### src/rtl/mem_master.sv
// Burst memory master: fill-writes or reads 1..8 consecutive addresses, wrapping at 2^AW.
// Optional read-back check of every written byte is enabled with `define MEM_MASTER_VERIFY_EN.
module mem_master #(
  parameter int unsigned AW = 5,
  parameter int unsigned DW = 8
) (
  input  logic          CLK,
  input  logic          R,
  input  logic          req_valid,
  output logic          req_ready,
  input  logic          req_we,
  input  logic [AW-1:0] req_addr,
  input  logic [2:0]    req_len,
  input  logic [DW-1:0] req_data,
  output logic          rsp_valid,
  output logic [DW-1:0] rsp_data,
  output logic [AW-1:0] rsp_addr,
  output logic          done,
  output logic          err,
  output logic [AW-1:0] mem_A,
  output logic [DW-1:0] mem_D,
  output logic          mem_WE,
  output logic          mem_RE,
  input  logic [DW-1:0] mem_out
);

`ifdef MEM_MASTER_VERIFY_EN
  typedef enum logic [1:0] {StIdle, StWrite, StRead, StVerify} state_e;
`else
  typedef enum logic [1:0] {StIdle, StWrite, StRead} state_e;
`endif

  localparam logic [AW-1:0] AddrOne = AW'(1);

  state_e        r_state, w_state;
  logic [2:0]    r_cnt, w_cnt;
  logic [2:0]    r_len, w_len;
  logic [AW-1:0] r_mem_a, w_mem_a;
  logic [DW-1:0] r_mem_d, w_mem_d;
  logic          r_we, w_we;
  logic          r_re, w_re;
  logic          r_ready, w_ready;
  logic          r_done, w_done;
  logic          r_rsp_valid, w_rsp_valid;
  logic [DW-1:0] r_rsp_data, w_rsp_data;
  logic [AW-1:0] r_rsp_addr, w_rsp_addr;
  logic          w_last;
`ifdef MEM_MASTER_VERIFY_EN
  logic          r_err, w_err;
`endif

  assign w_last = (r_cnt == r_len);

  always_comb begin
    w_state     = r_state;
    w_cnt       = r_cnt;
    w_len       = r_len;
    w_mem_a     = r_mem_a;
    w_mem_d     = r_mem_d;
    w_we        = 1'b0;
    w_re        = 1'b0;
    w_ready     = 1'b0;
    w_done      = 1'b0;
    w_rsp_valid = 1'b0;
    w_rsp_data  = r_rsp_data;
    w_rsp_addr  = r_rsp_addr;
`ifdef MEM_MASTER_VERIFY_EN
    w_err       = r_err;
`endif
    unique case (r_state)
      StIdle: begin
        w_ready = 1'b1;
        if (req_valid) begin
          w_ready = 1'b0;
          w_len   = req_len;
          w_cnt   = 3'd0;
          w_mem_a = req_addr;
`ifdef MEM_MASTER_VERIFY_EN
          w_err   = 1'b0;
`endif
          if (req_we) begin
            w_state = StWrite;
            w_we    = 1'b1;
            w_mem_d = req_data;
          end else begin
            w_state = StRead;
            w_re    = 1'b1;
          end
        end
      end
`ifdef MEM_MASTER_VERIFY_EN
      StWrite: begin
        // Read the just-written address back in the following cycle.
        w_state = StVerify;
        w_re    = 1'b1;
      end
      StVerify: begin
        if (mem_out != r_mem_d) w_err = 1'b1;
        if (w_last) begin
          w_state = StIdle;
          w_done  = 1'b1;
          w_ready = 1'b1;
        end else begin
          w_state = StWrite;
          w_cnt   = r_cnt + 3'd1;
          w_mem_a = r_mem_a + AddrOne;
          w_we    = 1'b1;
        end
      end
`else
      StWrite: begin
        if (w_last) begin
          w_state = StIdle;
          w_done  = 1'b1;
          w_ready = 1'b1;
        end else begin
          w_cnt   = r_cnt + 3'd1;
          w_mem_a = r_mem_a + AddrOne;
          w_we    = 1'b1;
        end
      end
`endif
      StRead: begin
        w_rsp_valid = 1'b1;
        w_rsp_data  = mem_out;
        w_rsp_addr  = r_mem_a;
        if (w_last) begin
          w_state = StIdle;
          w_done  = 1'b1;
          w_ready = 1'b1;
        end else begin
          w_cnt   = r_cnt + 3'd1;
          w_mem_a = r_mem_a + AddrOne;
          w_re    = 1'b1;
        end
      end
      default: begin
        w_state = StIdle;
        w_ready = 1'b1;
      end
    endcase
  end

  always_ff @(posedge CLK or posedge R) begin
    if (R) begin
      r_state     <= StIdle;
      r_cnt       <= 3'd0;
      r_len       <= 3'd0;
      r_mem_a     <= '0;
      r_mem_d     <= '0;
      r_we        <= 1'b0;
      r_re        <= 1'b0;
      r_ready     <= 1'b1;
      r_done      <= 1'b0;
      r_rsp_valid <= 1'b0;
      r_rsp_data  <= '0;
      r_rsp_addr  <= '0;
`ifdef MEM_MASTER_VERIFY_EN
      r_err       <= 1'b0;
`endif
    end else begin
      r_state     <= w_state;
      r_cnt       <= w_cnt;
      r_len       <= w_len;
      r_mem_a     <= w_mem_a;
      r_mem_d     <= w_mem_d;
      r_we        <= w_we;
      r_re        <= w_re;
      r_ready     <= w_ready;
      r_done      <= w_done;
      r_rsp_valid <= w_rsp_valid;
      r_rsp_data  <= w_rsp_data;
      r_rsp_addr  <= w_rsp_addr;
`ifdef MEM_MASTER_VERIFY_EN
      r_err       <= w_err;
`endif
    end
  end

  assign req_ready = r_ready;
  assign rsp_valid = r_rsp_valid;
  assign rsp_data  = r_rsp_data;
  assign rsp_addr  = r_rsp_addr;
  assign done      = r_done;
  assign mem_A     = r_mem_a;
  assign mem_D     = r_mem_d;
  assign mem_WE    = r_we;
  assign mem_RE    = r_re;
`ifdef MEM_MASTER_VERIFY_EN
  assign err       = r_err;
`else
  assign err       = 1'b0;
`endif

endmodule

### config.mk
export PLATFORM = sky130hd
export DESIGN_NAME = mem_master
export DESIGN_NICKNAME = d
export VERILOG_FILES = /design/src/rtl/mem_master.sv
export SDC_FILE = /design/constraint.sdc
export NUM_CORES = 1
export LEC_CHECK = 0
export BUFFER_PORTS_ARGS = -buffer_cell sky130_fd_sc_hd__buf_2
export CAP_MARGIN = 20
export CELL_PAD_IN_SITES_DETAIL_PLACEMENT = 1
export CELL_PAD_IN_SITES_GLOBAL_PLACEMENT = 1
export CORE_MARGIN = 2
export CORE_UTILIZATION = 35
export DETAILED_ROUTE_END_ITERATION = 7
export HOLD_SLACK_MARGIN = 0.05
export PLACE_DENSITY_LB_ADDON = 0.1
export SLEW_MARGIN = 25
export SYNTH_ARGS = -nofsm -noshare
export SYNTH_HDL_FRONTEND = slang
export SYNTH_SLANG_ARGS = --single-unit
### constraint.sdc
create_clock -name CLK -period 2 [get_ports CLK]
set_clock_uncertainty 0.2 [all_clocks]
set_input_delay 0.3 -clock CLK [delete_from_list [all_inputs] [get_ports CLK]]
set_output_delay 0.3 -clock CLK [all_outputs]
set_load 0.05 [all_outputs]
* After elaboration in Yosys (flattened, before gate mapping) *
Index checks and enable logic that the tools add are counted.

operators by class
  equal/unequal tests = 6
  $add $sub $neg = 2
  muxes and demuxes = 22
  reductions and logical operators = 7

operators by type and width
  operator                                                number
  two-way mux 5 bit                                       2
  case mux 5 bit (2 select lines)                         1
  two-way mux 1 bit                                       9
  two-way mux 2 bit                                       3
  two-way mux 3 bit                                       2
  case mux 1 bit (2 select lines)                         3
  case mux 3 bit (2 select lines)                         1
  AND reduction 3 bit                                     2
  adder 5 x 1 -> 5 bit (second input constant)            1
  inequality test 2 bit (second input constant)           2
  case mux 2 bit (2 select lines)                         1
  AND reduction 2 bit                                     2
  adder 3 x 1 -> 3 bit (second input constant)            1
  == test 3 bit                                           1
  == test 2 x 1 -> 1 bit (second input constant)          1
  == test 2 bit (second input constant)                   1
  logical NOT 2 bit                                       1
  inequality test 2 x 1 -> 1 bit (second input constant)  1
  nonzero test 2 bit                                      1
  OR reduction 2 bit                                      1

word-level totals
  logic and storage cells = 49
  register bits = 39
  output and inout port bits = 32

* Longest topological paths before layout *
  depth in word-level cells = 4
  depth in mapped cells = 8
  depth with buffers taken out = 7

* Worst setup path after synthesis *
OpenSTA, ideal clock, no wires.

  kind = reg-to-reg
  start = reg r_state[0]
  end = reg r_mem_a[1] (netlist: mem_A[1])
  path buffers = 1
  clock period less this slack = 1.911 ns
  arrival = 1.588 ns
  path slack = 0.089 ns
  cell stages (with the launch flop) = 9
  required time = 1.677 ns
  path through = dfrtp_1 inv_1 ha_1 nor2b_1 or2_2 clkbuf_8 a21oi_1 inv_1 o2bb2ai_1

between the ends
  word-level cells in the longest chain between the ends = 4
  elaborated cells on any way between the ends = 9

RTL lines
  item                                                                          RTL line  RTL
  from (decl)                                                                   35        state_e r_state, w_state;
  from (signal assigned)                                                        146       r_state <= StIdle;
  from (signal assigned)                                                        162       r_state <= w_state;
  == test 2 bit or == test 2 x 1 -> 1 bit (tied branches)                       70        unique case (r_state)
  OR reduction 2 bit (no source line)                                           n/a
  inequality test 2 bit (no source line) or nonzero test 2 bit (tied branches)  n/a
  AND reduction 3 bit (no source line)                                          n/a
  to (signal assigned)                                                          165       r_mem_a <= w_mem_a;
  to (decl)                                                                     38        logic [AW-1:0] r_mem_a, w_mem_a;

Parallel ways exist; a longest one is shown, timed or not.
A chain may end at the register's enable or synchronous reset.

* Final worst setup path *
  start = reg r_cnt[0]
  end = reg r_state[1]

between the ends
  word-level cells in the longest chain between the ends = 3

RTL lines
  item                                             RTL line  RTL
  from (decl)                                      36        logic [2:0] r_cnt, w_cnt;
  from (signal assigned)                           163       r_cnt <= w_cnt;
  == test 3 bit                                    52        assign w_last = (r_cnt == r_len);
  inequality test 2 x 1 -> 1 bit (no source line)  n/a
  AND reduction 2 bit (no source line)             n/a

No other way between the ends.

==> results.md <==
- Outcome: finished, final reports clean
- Post-route non-filler standard cell count: 292
- Setup CP Type: reg2reg
- DR WL/cell: 14.62 um
- Initial antenna violation count: 0
- Ports: 60
- Vias per cell: 4.723
- GRT Total Usage: 16.85%
- CTS buffer count: 5
- CP Capture Point: r_state[1]
- FP Rows: 25
- Worst Reg2Reg Path Length in Cells: 4
- Worst setup margin: 0.1399 ns
- Initial core utilization: 36.76%
- Core Footprint: 0.004786 sq mm
- Crit path DAT: 1.84 ns
- Synth area leaders: dfrtp_1, mux2_2, ha_1
- Post-route DRC: 0
- Antenna viol nets, final: 0
- # fillers: 532
- Tmin final: 1.860 ns
- CTS tree: done
- RePlAce Congestion: 0.7306
- Fmax achieved: 537.6 MHz
- Async set-reset flop share out of synthesis: 100.0%
- Data required, critical path: 1.98 ns
- Synth unique cells: 38
- Port Buf Inserts: 58
- Synthesized instance count: 137
- Synth area leader: dfrtp_1
- Max layer used: met4
- # nets final: 258
- Final cycle utilization of the critical path: 93.00%
- DP HPWL: 2998 um
- Synthesized area: 0.001759 sq mm
- Synth Register Bits: 39
- Met1 wire length: 1658 um
- Root Driver: clkbuf_8
- RSZ-0062 raised after global routing: false
- Worst R2R Setup Slack: 0.14 ns
- Seq/Total Area, Yosys: 55.55%
- First-pass GRT wire length: 6969 um
- CTS clk-pin slew, worst paths: 0.07 ns
- Max FO, Critical Path: 12
- DR pass1 iterations: 4
- Fin. Hold Viols: 0
- Layout cells sized above 1: 48.00%
- Placed cell count: 263
- Worst r2r src: r_cnt[0]
- Vias: 1,379
- Metal3 WL: 198 um
- Die W: 74.90 um
- Register area: 977.2 sq um
- Worst R2R End: r_state[1]
- Bufs on Longest Clock Path: 2
- Clock Latency Late Sink: 0.29 ns
- Area of the multi-input gates: 720.7 sq um
- Post-synth EDFFs: 0
- Hold Path Origin: req_addr[3]
- Worst setup EP type: flop
- Routed wl met2: 2356 um
- CP peak stage delay: 0.49 ns
- Final Max Slew Viols: 0
- Total negative slack: 0 ns
- Crit path from: r_cnt[0]
- Worst min-delay path category: in2reg
- Synth Area per Inst: 12.84 sq um
- Die Ht: 74.90 um
- Dpl ws: -0.008245 ns
- Starting DRT DRC Count: 32
- CTS Sinks: 39
- Setup crit start kind: flop
- Cells along the critical path: xor2_1 -> or3_4 -> a21o_2 -> a22o_1
- GRT overflow: 0
- Ys flop type: dfrtp_1
- Die ar.: 0.005609 sq mm
- Vias in the first global route: 1,571
- Slowest cell on crit path: or3_4
- Largest net degree at the start of global routing: 40
- H-tree Lvls: 2
- Post-synth top area share: 54.05%
- N_diodes: 0
- Final setup viols: 0
- Detailed Route WL: 4269 um
- Syn nets: 171
- Max_cap viols: 0
- Yosys warning count: 0
- P&R area growth vs syn: 40.54%
[how the worst min path moves through the flow]
| stage | cells past startpoint | endpoint | slack, ns |
|---|---|---|---|
| 2_1_floorplan | 1 | r_len[0] | 0.25 |
| 3_3_place_gp | 3 | rsp_data[3] | 0.24 |
| 3_5_place_dp | 3 | rsp_data[3] | 0.26 |
| 4_1_cts | 3 | mem_A[3] | 0.08 |
| 5_1_grt | 3 | mem_A[3] | 0.1 |
| 6_report | 3 | mem_A[3] | 0.08 |
[metal layers]
metal  track usage (%)  vias to the layer above
met3             4.552                        6
met1             18.22                      680
li1                  -                      654
met5                 0                        -
met2             30.99                       39
met4             6.746                        0
[metrics by stage]
step	util, %	cell area, sq um	hold WS, ns
global placement	44.52	2131	0.2421
CTS	51.24	2452	0.07553
finish	51.66	2472	0.07864
global route	51.66	2472	0.09586
floorplan	-	1759	0.2505
detailed placement	44.52	2131	0.2598
[Yosys cell counts (2+ instances only)]
cell and instances:
mux2_2 24, a21oi_1 4, dfrtp_1 38, nand3_1 6, xor2_1 3, inv_1 6, nand2b_1 2, nor2_1 6
o211ai_1 2, ha_1 6, a21o_2 3, nand2_1 9, clkbuf_8 2, o2bb2ai_1 2
[final cells by class]
| class | instances | share of cell area [%] |
|---|---|---|
| clock buffers | 6 | 3.340 |
| clock inverters | 2 | 1.417 |
| inverters | 6 | 0.9109 |
| multi-input cells | 86 | 29.15 |
| flip-flops and latches | 39 | 39.52 |
| well taps | 67 | 3.391 |
| repair buffers | 86 | 22.27 |
[registers in the layout, indices dropped and copies added, names as in the netlist]
register	cells
r_len	3
req_ready	1
rsp_data	8
mem_A	5
done	1
rsp_addr	5
mem_RE	1
rsp_valid	1
mem_D	8
mem_WE	1
r_cnt	3
r_state	2
[cell families (layout without fill, tap and decap cells)]
logic type                 Yosys count  after routing  synth area share, %
other                                1              1               0.2132
buffers and inverters               12            100                4.409
xor gates and xnor gates             3              3                1.494
AOI/OAI and AO/OA                   20             20                9.176
DFF                                 39             39                55.55
and+or+nand+nor                     31             31                8.962
adders and majority gates            6              6                4.267
muxes                               25             25                15.93
[worst max-delay path: cells and delay by family (launching register included)]
kind / cells / cell delay [ns]
compound gates: 2 / 0.43
xor+xnor: 1 / 0.20
flops: 1 / 0.42
simple gates: 1 / 0.49
[placed cells by master, fill, tap and decap left out, types with 6 or more instances in the layout]
master,count
buf_2,58
dfrtp_1,38
mux2_2,24
dlygate4sd3_1,20
nand2_1,9
buf_4,8
nor2_1,6
nand3_1,6
inv_1,6
ha_1,6
clkbuf_8,6
[what timing repair did]
item,in CTS,in global routing
gates resized for setup,1,3
hold endpoints to repair,57,0
buffers inserted,0,1
setup endpoints to repair,2,4
hold buffers,20,0
Power is not shown: default switching activity piles up to over one toggle a cycle in this logic, so the estimate is an artifact.
